## src/rtl/tp84_i2s_tx.sv

```systemverilog
// I2S transmitter: holds the latest left/right sample pair and shifts it out
// MSB first, one BCLK after each LRCK edge, reloading at every frame boundary.
module tp84_i2s_tx #(
  parameter int BCLK_HALF = 8,
  parameter int SLOT_BITS = 32
) (
  input  logic               clk,
  input  logic               reset,
  input  logic signed [15:0] in_l,
  input  logic signed [15:0] in_r,
  input  logic               in_valid,
  input  logic               mute,
  output logic               i2s_bclk,
  output logic               i2s_lrck,
  output logic               i2s_data,
  output logic               frame_start,
  output logic               underrun
);

  localparam int DW = (BCLK_HALF > 1) ? $clog2(BCLK_HALF) : 1;
  localparam int CW = $clog2(2 * SLOT_BITS);

  logic [DW-1:0] div;
  logic [CW-1:0] cnt;
  logic [CW-1:0] cnt_next;
  logic [CW-1:0] kidx;
  logic          wrap;
  logic          fall;
  logic          last;
  logic          right_next;
  logic [15:0]   hold_l;
  logic [15:0]   hold_r;
  logic [15:0]   tx_l;
  logic [15:0]   tx_r;
  logic [15:0]   sreg;
  logic [15:0]   word;
  logic          pending;

  // kidx is the bit position within the slot the counter is about to enter
  always_comb begin
    wrap       = (div == DW'(BCLK_HALF - 1));
    fall       = wrap & i2s_bclk;
    last       = (cnt == CW'(2 * SLOT_BITS - 1));
    cnt_next   = last ? '0 : cnt + 1'b1;
    right_next = (cnt_next >= CW'(SLOT_BITS));
    kidx       = right_next ? cnt_next - CW'(SLOT_BITS) : cnt_next;
    word       = right_next ? tx_r : tx_l;
  end

  always_ff @(posedge clk or negedge reset) begin
    if (!reset) begin
      div      <= '0;
      i2s_bclk <= 1'b0;
    end else if (wrap) begin
      div      <= '0;
      i2s_bclk <= ~i2s_bclk;
    end else begin
      div <= div + 1'b1;
    end
  end

  // Serial outputs only move on BCLK falling edges so the DAC sees stable data on the rise
  always_ff @(posedge clk or negedge reset) begin
    if (!reset) begin
      cnt      <= '0;
      i2s_lrck <= 1'b0;
      i2s_data <= 1'b0;
      sreg     <= '0;
    end else if (fall) begin
      cnt      <= cnt_next;
      i2s_lrck <= right_next;
      if (kidx == CW'(1)) begin
        i2s_data <= word[15];
        sreg     <= {word[14:0], 1'b0};
      end else if ((kidx >= CW'(2)) && (kidx <= CW'(16))) begin
        i2s_data <= sreg[15];
        sreg     <= {sreg[14:0], 1'b0};
      end else begin
        i2s_data <= 1'b0;
      end
    end
  end

  // A strobe coincident with a frame load is captured after the load uses the old pair
  always_ff @(posedge clk or negedge reset) begin
    if (!reset) begin
      hold_l      <= '0;
      hold_r      <= '0;
      tx_l        <= '0;
      tx_r        <= '0;
      pending     <= 1'b0;
      frame_start <= 1'b0;
      underrun    <= 1'b0;
    end else begin
      frame_start <= 1'b0;
      underrun    <= 1'b0;
      if (fall && last) begin
        frame_start <= 1'b1;
        if (mute) begin
          tx_l <= '0;
          tx_r <= '0;
        end else if (pending) begin
          tx_l    <= hold_l;
          tx_r    <= hold_r;
          pending <= 1'b0;
        end else begin
          underrun <= 1'b1;
        end
      end
      if (in_valid) begin
        hold_l  <= in_l;
        hold_r  <= in_r;
        pending <= 1'b1;
      end
    end
  end

endmodule

```

## config.mk

```make
export PLATFORM = sky130hd
export DESIGN_NAME = tp84_i2s_tx
export DESIGN_NICKNAME = d
export VERILOG_FILES = /design/src/rtl/tp84_i2s_tx.sv
export SDC_FILE = /design/constraint.sdc
export NUM_CORES = 1
export LEC_CHECK = 0
export BUFFER_PORTS_ARGS = -buffer_cell sky130_fd_sc_hd__clkbuf_2
export CORE_MARGIN = 5
export CORE_UTILIZATION = 64
export DETAILED_ROUTE_END_ITERATION = 12
export GPL_TIMING_DRIVEN = 0
export MAX_ROUTING_LAYER = met4
export PLACE_DENSITY = 0.91
export SYNTH_ARGS = -nofsm -noshare
export SYNTH_HDL_FRONTEND = slang
export SYNTH_SLANG_ARGS = --single-unit
```

## constraint.sdc

```tcl
create_clock -name clk -period 6.7 [get_ports clk]
set_input_delay 1.34 -clock clk [delete_from_list [all_inputs] [get_ports clk]]
set_output_delay 1.34 -clock clk [all_outputs]
set_load 0.005 [all_outputs]
```

# ---- Yosys cells after proc, flatten, opt, wreduce, memory -nomap -nowiden
# Index checks and enable logic that the tools add are counted.
dict set report totals {
  ff_bits 95
  latch_bits 0
  mem_bits_rw 0
  rom_bits 0
  input_bits 36
  out_inout_bits 5
  elab_cells 52
  memories 0
}
dict set report classes {
  add_sub_neg 3
  n_mul 0
  div 0
  order_cmp 3
  n_eq_ne 4
  shift 0
  n_mux 19
  n_bitwise 2
  reduce_logical 8
}
# operator count
set ops {}
lappend ops {{$mux W16} 7}
lappend ops {{$mux W6} 2}
lappend ops {{$mux W1} 9}
lappend ops {{$add A6 B1 Y6 const B} 1}
lappend ops {{$eq A6 B1 Y1 const B} 1}
lappend ops {{$eq A6 B6 Y1 const B} 1}
lappend ops {{$ge A6 B2 Y1 const B} 1}
lappend ops {{$ge A6 B6 Y1 const B} 1}
lappend ops {{$le A6 B5 Y1 const B} 1}
lappend ops {{$reduce_and A2 Y1} 3}
lappend ops {{$reduce_bool A2 Y1} 3}
lappend ops {{$sub A6 B6 Y6 const B} 1}
lappend ops {{$add A3 B1 Y3 const B} 1}
lappend ops {{$eq A3 B3 Y1 const B} 1}
lappend ops {{$mux W3} 1}
lappend ops {{$logic_and A1 B1 Y1} 2}
lappend ops {{$ne A2 B2 Y1 const B} 1}
lappend ops {{$and A1 B1 Y1} 1}
lappend ops {{$not A1 Y1} 1}

# ---- Depth between registers and ports, before layout
# Gate-level depths: netlist (run 1).
dict set report logic_depth {
  depth_word 8
  depth_mapped 9
  depth_no_buf 7
}

# ---- Worst setup path after synthesis (run 1)
# No wires, ideal clock.
dict set report synth_timing {
  path_type {input to register}
  start {input in_valid}
  end {register hold_l[0]}
  setup_time_ns 0.125
  arrival_ns 2.247
  t_required_ns 6.575
  slack_ns 4.328
  stages 3
  n_path_buf 2
  path_cell_list {clkbuf_1 clkbuf_1 mux2_2}
}
# element line_no
set synth_rtl {}
lappend synth_rtl {{start, declared} 11} ;# input logic in_valid,
lappend synth_rtl {{end signal, assigned} 111} ;# hold_l <= in_l;
lappend synth_rtl {{end, declared} 31} ;# logic [15:0] hold_l;
# No word-level cell between the ends.

# ---- Final worst setup path (run 1)
dict set report layout_timing {
  start {register cnt[0]}
  end {register sreg[9]}
}
dict set report layout_between {
  elab_chain_cells 8
  elab_cells_between_ends 14
  classes_between {2 x add/sub; 3 x order compare; 2 x eq/ne; 4 x mux; 3 x reduce/logical}
}
# element line_no
set layout_rtl {}
lappend layout_rtl {{start, declared} 24} ;# logic [CW-1:0] cnt;
lappend layout_rtl {{start signal, assigned} 70} ;# cnt <= cnt_next;
lappend layout_rtl {{$add A6 B1 Y6 / $eq A6 B6 Y1 (equally long branches)} {44, 43}}
lappend layout_rtl {{$mux W6 (*)} 44} ;# cnt_next = last ? '0 : cnt + 1'b1;
lappend layout_rtl {{net cnt_next[1]} 25} ;# logic [CW-1:0] cnt_next;
lappend layout_rtl {{$sub A6 B6 Y6 / $ge A6 B6 Y1 (equally long branches)} {46, 45}}
lappend layout_rtl {{$mux W6} 46} ;# kidx = right_next ? cnt_next - CW'(SLOT_BITS) : cnt_next;
lappend layout_rtl {{$ge A6 B2 Y1 / $le A6 B5 Y1 (equally long branches)} 75} ;# end else if ((kidx >= CW'(2)) && (kidx <= CW'(16))) begin
lappend layout_rtl {{$logic_and A1 B1 Y1} 75}
lappend layout_rtl {{$reduce_bool A2 Y1 (no source line)} --}
lappend layout_rtl {{$reduce_and A2 Y1 (no source line)} --}
lappend layout_rtl {{end signal, assigned} 74} ;# sreg <= {word[14:0], 1'b0};
lappend layout_rtl {{end signal, assigned} 77} ;# sreg <= {sreg[14:0], 1'b0};
lappend layout_rtl {{end, declared} 35} ;# logic [15:0] sreg;
# The timed path passes the listed nets; every way through them passes the cells marked *.
# A chain may end at the register's enable or synchronous reset.

==> metrics.cfg, run 1 <==
[setup_path]
reg2regPathDepth = 9
crit_fanout = 10
worstSetupStartpointType = flip-flop
worst_path_dominant_cell_family = buffers and inverters
critical_path_class = reg2reg
r2r_slack_ps = 4100
cp_num_buf_inv = 4
rr_endpoint = sreg[9]
cpMaxStageDelayCell = or3b_2
crit_start = cnt[0]
max_stage_delay_ps = 490
crit_chain = clkbuf_1 -> inv_1 -> ha_1 -> or3b_2 -> o22ai_1 -> o21a_1 -> buf_6 -> buf_8 -> mux2i_1
crit_path_end = sreg[9]
crit_arrival_ps = 2870
worstReg2RegStart = cnt[0]
required_ps = 6970
critPathCaptureType = flip-flop
cp_num_cells = 9

[floorplan]
num_rows = 30
core_um2 = 6760
fp.dieH_um = 93.1
die_area_um2 = 8660
die_w_um = 93.1
start_util = 0.654
num_io_pins = 41

[synth]
synthCells = 364
ys.flop_type = dfrtp_1
synth.net_count = 405
ys_seq_area_frac = 0.527
avgSynthCellArea_um2 = 12.1
ys_async_sr_fraction = 1.00
synth-seq-cells = 93
synth_edf_count = 0
yosys_warnings = 0
synthDistinctLibCells = 46
syn_area_um2 = 4420

[detailed_routing]
detail_route.first_pass.iterations = 6
via_count = 3228
dr.first_iter.drc_count = 280
wl_met1_um = 4160
wl_um = 9800
avgRoutedWirePerCell_um = 19.6
drc = 0
drtAntennaViolNets = 0
highest_layer = met4
wl_met3_um = 552
met2_length_um = 4790
vias_per_cell = 6.46

[sta]
fin_tns_setup_ps = 0
finalMaxSlewViolations = 0
finClkSkew_ps = 8.22
fin_crit_sh = 0.388
fmax_ghz = 0.385
grt_setup_unrepaired = false
setup_viol = 0
period_needed_ps = 2600
slew_headroom = 0.530
tightestPinTransition_ps = 706
hold_violations = 0

[clock_network]
cts_hold_buf = 0
cts_made_buffers = 9
cts.repair.resized = 0
clk_latency_ps = 360
cts_tree = built
clk_pin_slew_worst_paths_ps = 90
cts_root_buf = clkbuf_8
cts_buffer_depth = 2
post_cts_buffers = 0
cts.sinks = 93
h-tree-depth = 3

[grt]
gr-total-overflow = 0
grt_max_degree = 59
grtUsageTotal = 0.252
grt_pass1_vias = 3412
grt_first_pass_wirelength_um = 16500
antenna_found_initial = 0

[placed_design]
post-dp-hpwl_um = 6830
placed_cells = 484
globalplace.congestion = 0.898
io_buffers = 39

[final_layout]
fin_nets = 456
area.growth.synth_to_final_pct = 12.6
stdcell_count = 500
fillerInstances = 415
final_core_util = 0.736
drive_gt1_frac = 0.300
diodes = 0
final_common_cell = dfrtp_1
most-common-layout-cells = dfrtp_1, mux2_2, clkbuf_2

[job]
maxCapViolCount = 0

[power]
power_density_nw_per_um2 = 214
power_mw = 1.06
ir_drop_uv = 171
leakage_nw = 2.17

[outcome]
status = complete, no violations

[hold_path]
hp-class = reg2reg

==> through the flow <==
stage / hold WS [ps] / area (um2) / worst slack, ps
after global routing: 478 / 4970 / 4000
after CTS: 440 / 4970 / 4130
final: 437 / 4970 / 4100
after global placement: 416 / 4710 / 3320
after detailed placement: 428 / 4740 / 3990
after floorplan: 403 / 4420 / 4330
==> sequential cells by signal, indices dropped and copies added (netlist names) <==
signal       flops
hold_l          16
hold_r          16
tx_l            16
tx_r            16
sreg            15
cnt              5
div              3
frame_start      1
i2s_bclk         1
i2s_data         1
i2s_lrck         1
pending          1
underrun         1
==> cell usage after synthesis, types with 2 or more instances <==
cell / count / area (um2)
nor3_1: 4 / 20.0
dfrtp_1: 93 / 2330
ha_1: 5 / 62.6
o22ai_1: 2 / 12.5
o221ai_1: 15 / 131
a22o_1: 32 / 280
or3_1: 2 / 12.5
mux2_2: 47 / 529
a21oi_1: 2 / 10.0
nor2_1: 22 / 82.6
o21ai_0: 15 / 75.1
nand2_1: 8 / 30.0
xnor2_1: 3 / 26.3
buf_6: 2 / 22.5
nand4b_1: 2 / 17.5
o41ai_1: 2 / 17.5
a21o_1: 2 / 15.0
xor2_1: 2 / 17.5
mux2i_1: 16 / 160
buf_4: 3 / 22.5
buf_2: 7 / 35.0
o31ai_1: 2 / 15.0
nand3_1: 5 / 25.0
clkbuf_1: 18 / 67.6
o32a_1: 14 / 140
inv_1: 18 / 67.6
a21oi_2: 2 / 17.5
==> metal layers <==
metal  vias up  GRT usage
li1       1469          -
met1      1594      0.307
met2       132      0.401
met3        33     0.0628
met4         0      0.112
met5         -          -
==> cell type report <==
type	instances	area [um2]	area share
flip-flops and latches	93	2330	0.468
multi-input cells	221	1860	0.373
repair buffers	40	225	0.0453
plain buffers	32	166	0.0335
clock buffers	10	138	0.0277
well taps	80	100	0.0201
clock inverters	6	92.6	0.0186
inverters	18	67.6	0.0136
==> cells by family after synthesis <==
family	share of synthesized area
muxes	0.156
and+or+nand+nor	0.0564
AOI/OAI and AO/OA	0.180
DFF	0.527
adders and majority gates	0.0142
xor gates and xnor gates	0.0136
buffers and inverters	0.0530
==> where the power goes <==
part           internal [mW]  switching, mW  total [mW]
combinational         0.0261         0.0229      0.0490
sequential             0.580         0.0114       0.592
clock                  0.224          0.199       0.423
==> worst min path at each step <==
stage / cells after the start / slack, ps / from / endpoint
2_1_floorplan: 1 / 400 / div[0] / div[0]
3_3_place_gp: 1 / 420 / div[0] / div[0]
3_5_place_dp: 1 / 430 / div[0] / div[0]
4_1_cts: 1 / 440 / div[0] / div[0]
5_1_grt: 1 / 480 / div[0] / div[0]
6_report: 1 / 440 / div[0] / div[0]
(Power assumes the default switching activity.)
==> inputs of run 2 (changes only) <==
--- a/config.mk
+++ b/config.mk
@@ -5,13 +5,14 @@
 export SDC_FILE = /design/constraint.sdc
 export NUM_CORES = 1
 export LEC_CHECK = 0
+export ABC_AREA = 1
 export BUFFER_PORTS_ARGS = -buffer_cell sky130_fd_sc_hd__clkbuf_2
 export CORE_MARGIN = 5
-export CORE_UTILIZATION = 64
+export CORE_UTILIZATION = 59
 export DETAILED_ROUTE_END_ITERATION = 12
 export GPL_TIMING_DRIVEN = 0
 export MAX_ROUTING_LAYER = met4
-export PLACE_DENSITY = 0.91
+export PLACE_DENSITY = 0.86
 export SYNTH_ARGS = -nofsm -noshare
 export SYNTH_HDL_FRONTEND = slang
 export SYNTH_SLANG_ARGS = --single-unit
==> constraint.sdc (replaced) <==
create_clock -name clk -period 2.5 [get_ports clk]
set_input_delay 0.5 -clock clk [delete_from_list [all_inputs] [get_ports clk]]
set_output_delay 0.5 -clock clk [all_outputs]
set_load 0.005 [all_outputs]
==> run 2 against run 1 <==
- clock skew rose by 2.2 ps
- clock power rose by 110%
- critical endpoint unchanged
- largest cell class unchanged
- first-iteration DRC count fell by 33%
- hold slack got worse by 330 ps
- global-route usage fell by 1.4 points
- non-clock buffer count fell by 6
- sequential power rose to 2.7 times the previous value
- setup slack got worse by 3800 ps
- core utilization fell by 4.8 points
- highest routed layer unchanged
- cell count rose by 27%
- synthesized cell count rose by 34%
- power rose to 2.5 times the previous value
==> metrics.cfg, run 2 <==
[outcome]
status = complete, no violations

[final_layout]
drive_gt1_frac = 0.144
area.growth.synth_to_final_pct = 12.2
fin_nets = 578
most-common-layout-cells = nand2_1, dfrtp_1, inv_1
final_core_util = 0.688
diodes = 0
stdcell_count = 637
final_common_cell = nand2_1

[synth]
ys_seq_area_frac = 0.553
ys_top_cells_by_count = nand2_1, dfrtp_1, inv_1
synth.net_count = 527
yosys_warnings = 0
synth.top_cell.area_share = 0.553
synthCells = 486
ys_async_sr_fraction = 1.00
ys.flop_type = dfrtp_1
yosys.cell_count.top_type = nand2_1
syn_area_um2 = 4210
synthTopCellsByArea = dfrtp_1, nand2_1, o32ai_1
synth_edf_count = 0
synth_area_leader_cell = dfrtp_1
synth-seq-cells = 93
avgSynthCellArea_um2 = 8.67
synthDistinctLibCells = 27

[clock_network]
cts.sinks = 93
cts_tree = built
cts_made_buffers = 9
post_cts_buffers = 0
clk_latency_ps = 360
h-tree-depth = 3
cts_buffer_depth = 2
cts_root_buf = clkbuf_8
clk_pin_slew_worst_paths_ps = 90

[detailed_routing]
drc = 0
wl_um = 9110
via_count = 3361
vias_per_cell = 5.28
drtAntennaViolNets = 0
wl_met1_um = 4000
met2_length_um = 4450
detail_route.first_pass.iterations = 4
highest_layer = met4
avgRoutedWirePerCell_um = 14.3
dr.first_iter.drc_count = 187
wl_met3_um = 417

[job]
maxCapViolCount = 0

[grt]
grt_max_degree = 64
antenna_found_initial = 0
grtUsageTotal = 0.238
grt_first_pass_wirelength_um = 15800
gr-total-overflow = 0
grt_pass1_vias = 3354

[setup_path]
r2r_slack_ps = 290
max_stage_delay_ps = 510
crit_fanout = 10
rr_endpoint = sreg[9]
required_ps = 2750
worstSetupStartpointType = flip-flop
worstReg2RegStart = cnt[0]
crit_chain = ha_1 -> nand2_1 -> nor2_1 -> nand2_1 -> nand3_2 -> nand4_4 -> inv_2 -> nand2_4 -> buf_2 -> nand3_1 -> nand2_1
critical_path_class = reg2reg
critPathMostFrequentCell = nand2_1
crit_arrival_ps = 2450
critPathCaptureType = flip-flop
reg2regPathDepth = 11
cpMaxStageDelayCell = dfrtp_1

[placed_design]
post-dp-hpwl_um = 6610
placed_cells = 622
io_buffers = 39
pre_cts_ws_ps = 256
globalplace.congestion = 0.859

[sta]
fin_crit_sh = 0.883
tightestPinTransition_ps = 537
fmax_ghz = 0.453
setup_viol = 0
whs_ps = 107
finalMaxSlewViolations = 0
finClkSkew_ps = 10.5
period_needed_ps = 2210
grt_setup_unrepaired = false
fin_tns_setup_ps = 0
setup_slack_ps = 292
slew_headroom = 0.641
hold_violations = 0

[floorplan]
num_rows = 30
die_area_um2 = 8930
fp.dieH_um = 94.5
core_um2 = 6870
num_io_pins = 41
start_util = 0.613
die_w_um = 94.5

[hold_path]
hp-class = in2async

[power]
leakage_nw = 2.50
power_density_nw_per_um2 = 572
ir_drop_uv = 431

==> run 2: changes by cell type after synthesis, moves of 28 or more <==
cell,previous run,this run
nand2_1,8,158
inv_1,18,70
mux2_2,47,0
a22o_1,32,0
o32ai_1,0,32
nand3_1,5,33
==> run 2: how the worst max path moves through the flow <==
stage	from	to	slack [ps]
after CTS	cnt[0]	tx_r[12]	220
after detailed placement	cnt[0]	tx_r[1]	260
after floorplan	cnt[0]	sreg[10]	710
after global placement	reset	hold_l[8]	-110
final	cnt[0]	sreg[9]	290
after global routing	cnt[0]	sreg[5]	30
==> run 2: power breakdown <==
part	total [mW]	internal [mW]	switching, mW	leakage, nW
Combinational	0.207	0.0780	0.129	1.30
Sequential	1.62	1.59	0.0353	1.11
Clock	0.874	0.364	0.510	0.0800
==> run 2: cells by family after synthesis <==
logic type,Yosys count,synth area share
AO/OA/AOI/OAI,75,0.121
adder cells (fa/ha/maj),5,0.0149
flip-flops,93,0.553
XOR/XNOR,1,0.00386
buffers and inverters,98,0.0939
AND/OR/NAND/NOR,214,0.214
==> run 2: per-layer routing <==
| layer | global-route usage | up-vias |
|---|---|---|
| met4 | 0.114 | 0 |
| li1 | - | 1670 |
| met2 | 0.368 | 90 |
| met3 | 0.0438 | 22 |
| met5 | - | - |
| met1 | 0.305 | 1579 |
==> run 2: through the flow <==
step	power, mW	instance area (um2)
2_1_floorplan	1.75	4210
3_3_place_gp	1.84	4530
3_5_place_dp	1.86	4560
4_1_cts	2.72	4720
5_1_grt	2.83	4730
6_report	2.70	4730
==> run 2: what timing repair did <==
action                                  CTS  global route
gates resized for setup                   0             1
hold buffers                              0             0
endpoints found under the setup margin    0             9
==> run 2: area by class of cell <==
cell class,count,area (um2)
Sequential cell,93,2330
Inverter,72,270
Tap cell,96,120
Multi-Input combinational cell,295,1490
Clock inverter,4,33.8
Buffer,26,125
Fill cell,545,2140
Timing Repair Buffer,40,225
Clock buffer,11,131
==> run 2: critical path: cells and delay by family, from the launching register on <==
kind                     cells  cell delay [ps]
AND/OR/NAND/NOR              8              880
flip-flops                   1              510
buffers and inverters        2              360
adder cells (fa/ha/maj)      1              320
==> inputs of run 3 (changes only) <==
--- a/config.mk
+++ b/config.mk
@@ -13,6 +13,7 @@
 export GPL_TIMING_DRIVEN = 0
 export MAX_ROUTING_LAYER = met4
 export PLACE_DENSITY = 0.86
+export SETUP_SLACK_MARGIN = 0.3
 export SYNTH_ARGS = -nofsm -noshare
 export SYNTH_HDL_FRONTEND = slang
 export SYNTH_SLANG_ARGS = --single-unit
==> run 3 against run 2 <==
- first-iteration DRC count increased by 9.6%
- sequential power about the same
- global-route usage grew 0.071 points
- critical path depth stayed put
- count of clock-buffer cells in the layout did not move
- cell area increased by 0.87%
- clock skew grew 1.9 ps
- sequential share of layout area is 0.40 points lower
- flip-flop and latch count is the same
- core utilization up 0.60 points
- power about the same
- cell count up 0.47%
- critical path type unchanged
- highest routed layer unchanged
==> metrics.cfg, run 3 (same netlist as run 2, synthesis figures left out) <==
[outcome]
status = complete, no violations

[power]
ir_drop_uv = 432
leakage_nw = 2.51
power_density_nw_per_um2 = 567
power_mw = 2.70

[setup_path]
rr_endpoint = sreg[9]
critPathCaptureType = flip-flop
required_ps = 2800
worstSetupStartpointType = flip-flop
reg2regPathDepth = 11
worstReg2RegStart = cnt[0]
crit_arrival_ps = 2300
max_stage_delay_ps = 470
worst_path_dominant_cell_family = simple AND/OR/NAND/NOR gates
critical_path_class = reg2reg
cpMaxStageDelayCell = dfrtp_2
cp_num_buf_inv = 1
crit_chain = ha_4 -> nand2_1 -> nor2_1 -> nand2_1 -> nand3_2 -> nand4_4 -> clkbuf_1 -> nand2_1 -> nand2_1 -> nand2_1 -> nand2_1
critPathMostFrequentCell = nand2_1
crit_start = cnt[0]
cp_num_cells = 11
crit_fanout = 10
crit_path_end = sreg[9]
r2r_slack_ps = 500

[floorplan]
fp.dieH_um = 94.5
start_util = 0.613
die_w_um = 94.5
die_area_um2 = 8930
num_rows = 30
core_um2 = 6870
num_io_pins = 41

[grt]
antenna_found_initial = 0
gr-total-overflow = 0
grtUsageTotal = 0.238
grt_pass1_vias = 3361
grt_max_degree = 64
grt_first_pass_wirelength_um = 15900

[clock_network]
cts_hold_buf = 0
clk_latency_ps = 360
clk_pin_slew_worst_paths_ps = 90
cts_buffer_depth = 2
cts_tree = built
cts_root_buf = clkbuf_8
cts_made_buffers = 9
h-tree-depth = 3
cts.sinks = 93

[final_layout]
most-common-layout-cells = nand2_1, dfrtp_1, inv_1
fin_area_um2 = 4770
drive_gt1_frac = 0.154
area.growth.synth_to_final_pct = 13.2
final_common_cell = nand2_1
diodes = 0
fillerInstances = 540
final_core_util = 0.694
fin_nets = 581

[sta]
slew_headroom = 0.636
fin_crit_sh = 0.801
hold_violations = 0
finClkSkew_ps = 12.4
grt_setup_unrepaired = false
tightestPinTransition_ps = 545
period_needed_ps = 2000
setup_viol = 0
fmax_ghz = 0.500
fin_tns_setup_ps = 0
finalMaxSlewViolations = 0
whs_ps = 101

[placed_design]
dpl_cell_area_um2 = 4560
io_buffers = 39
globalplace.congestion = 0.859
post-dp-hpwl_um = 6610

[detailed_routing]
drtAntennaViolNets = 0
detail_route.first_pass.iterations = 5
drc = 0
dr.first_iter.drc_count = 205
via_count = 3370
avgRoutedWirePerCell_um = 14.3
wl_um = 9150
vias_per_cell = 5.27

[hold_path]
hp-class = in2async

[job]
maxCapViolCount = 0

==> run 3: cell types whose count changed in the layout (fill, tap and decap cells not counted), sizes merged <==
cell | previous run | this run
buf | 14 | 17
==> run 3: where the power goes <==
part,switching (mW),leakage (nW),internal [mW]
clock network,0.509,0.0800,0.364
logic,0.129,1.32,0.0780
registers,0.0348,1.11,1.59
total,0.673,2.51,2.03
==> run 3: repair_timing <==
| action | CTS | global route |
|---|---|---|
| setup buffers | 0 | 3 |
| gates resized for setup | 1 | 5 |
| endpoints found under the setup margin | 30 | 48 |
==> run 3: stage by stage <==
step	instances	setup slack (ps)
3_5_place_dp	622	256
4_1_cts	637	290
3_3_place_gp	621	-108
2_1_floorplan	486	714
5_1_grt	640	305
6_report	640	498
==> run 3: cell type report <==
type	instances	area, um2	area share
Tap cell	96	120	0.0252
Inverter	72	273	0.0572
Clock inverter	4	33.8	0.00708
Sequential cell	93	2330	0.488
Multi-Input combinational cell	295	1510	0.316
Timing Repair Buffer	43	248	0.0520
Clock buffer	11	131	0.0276
Buffer	26	125	0.0262
==> run 3: worst register-to-register path, stage by stage, from the launching register on <==
cell and delay, ps:
dfrtp_2 470, ha_4 200, nand2_1 70, nor2_1 40, nand2_1 160, nand3_2 160
nand4_4 160, clkbuf_1 360, nand2_1 110, nand2_1 90, nand2_1 60, nand2_1 50
==> run 3: worst min path at each step <==
stage / slack (ps) / cells after the start / end / startpoint
floorplan: 200 / 0 / cnt[0] / reset
global placement: 410 / 1 / div[0] / div[0]
detailed placement: 430 / 1 / div[0] / div[0]
finish: 100 / 1 / frame_start / reset
global route: 140 / 1 / frame_start / reset
CTS: 110 / 1 / frame_start / reset
==> run 3: metal layers <==
layer  up-vias  GRT usage  routed length [um]
li1       1672          -                   -
met1      1586      0.307                4000
met2        88      0.368                4470
met3        24     0.0430                 434
met4         0      0.114                 248
met5         -          -                   0
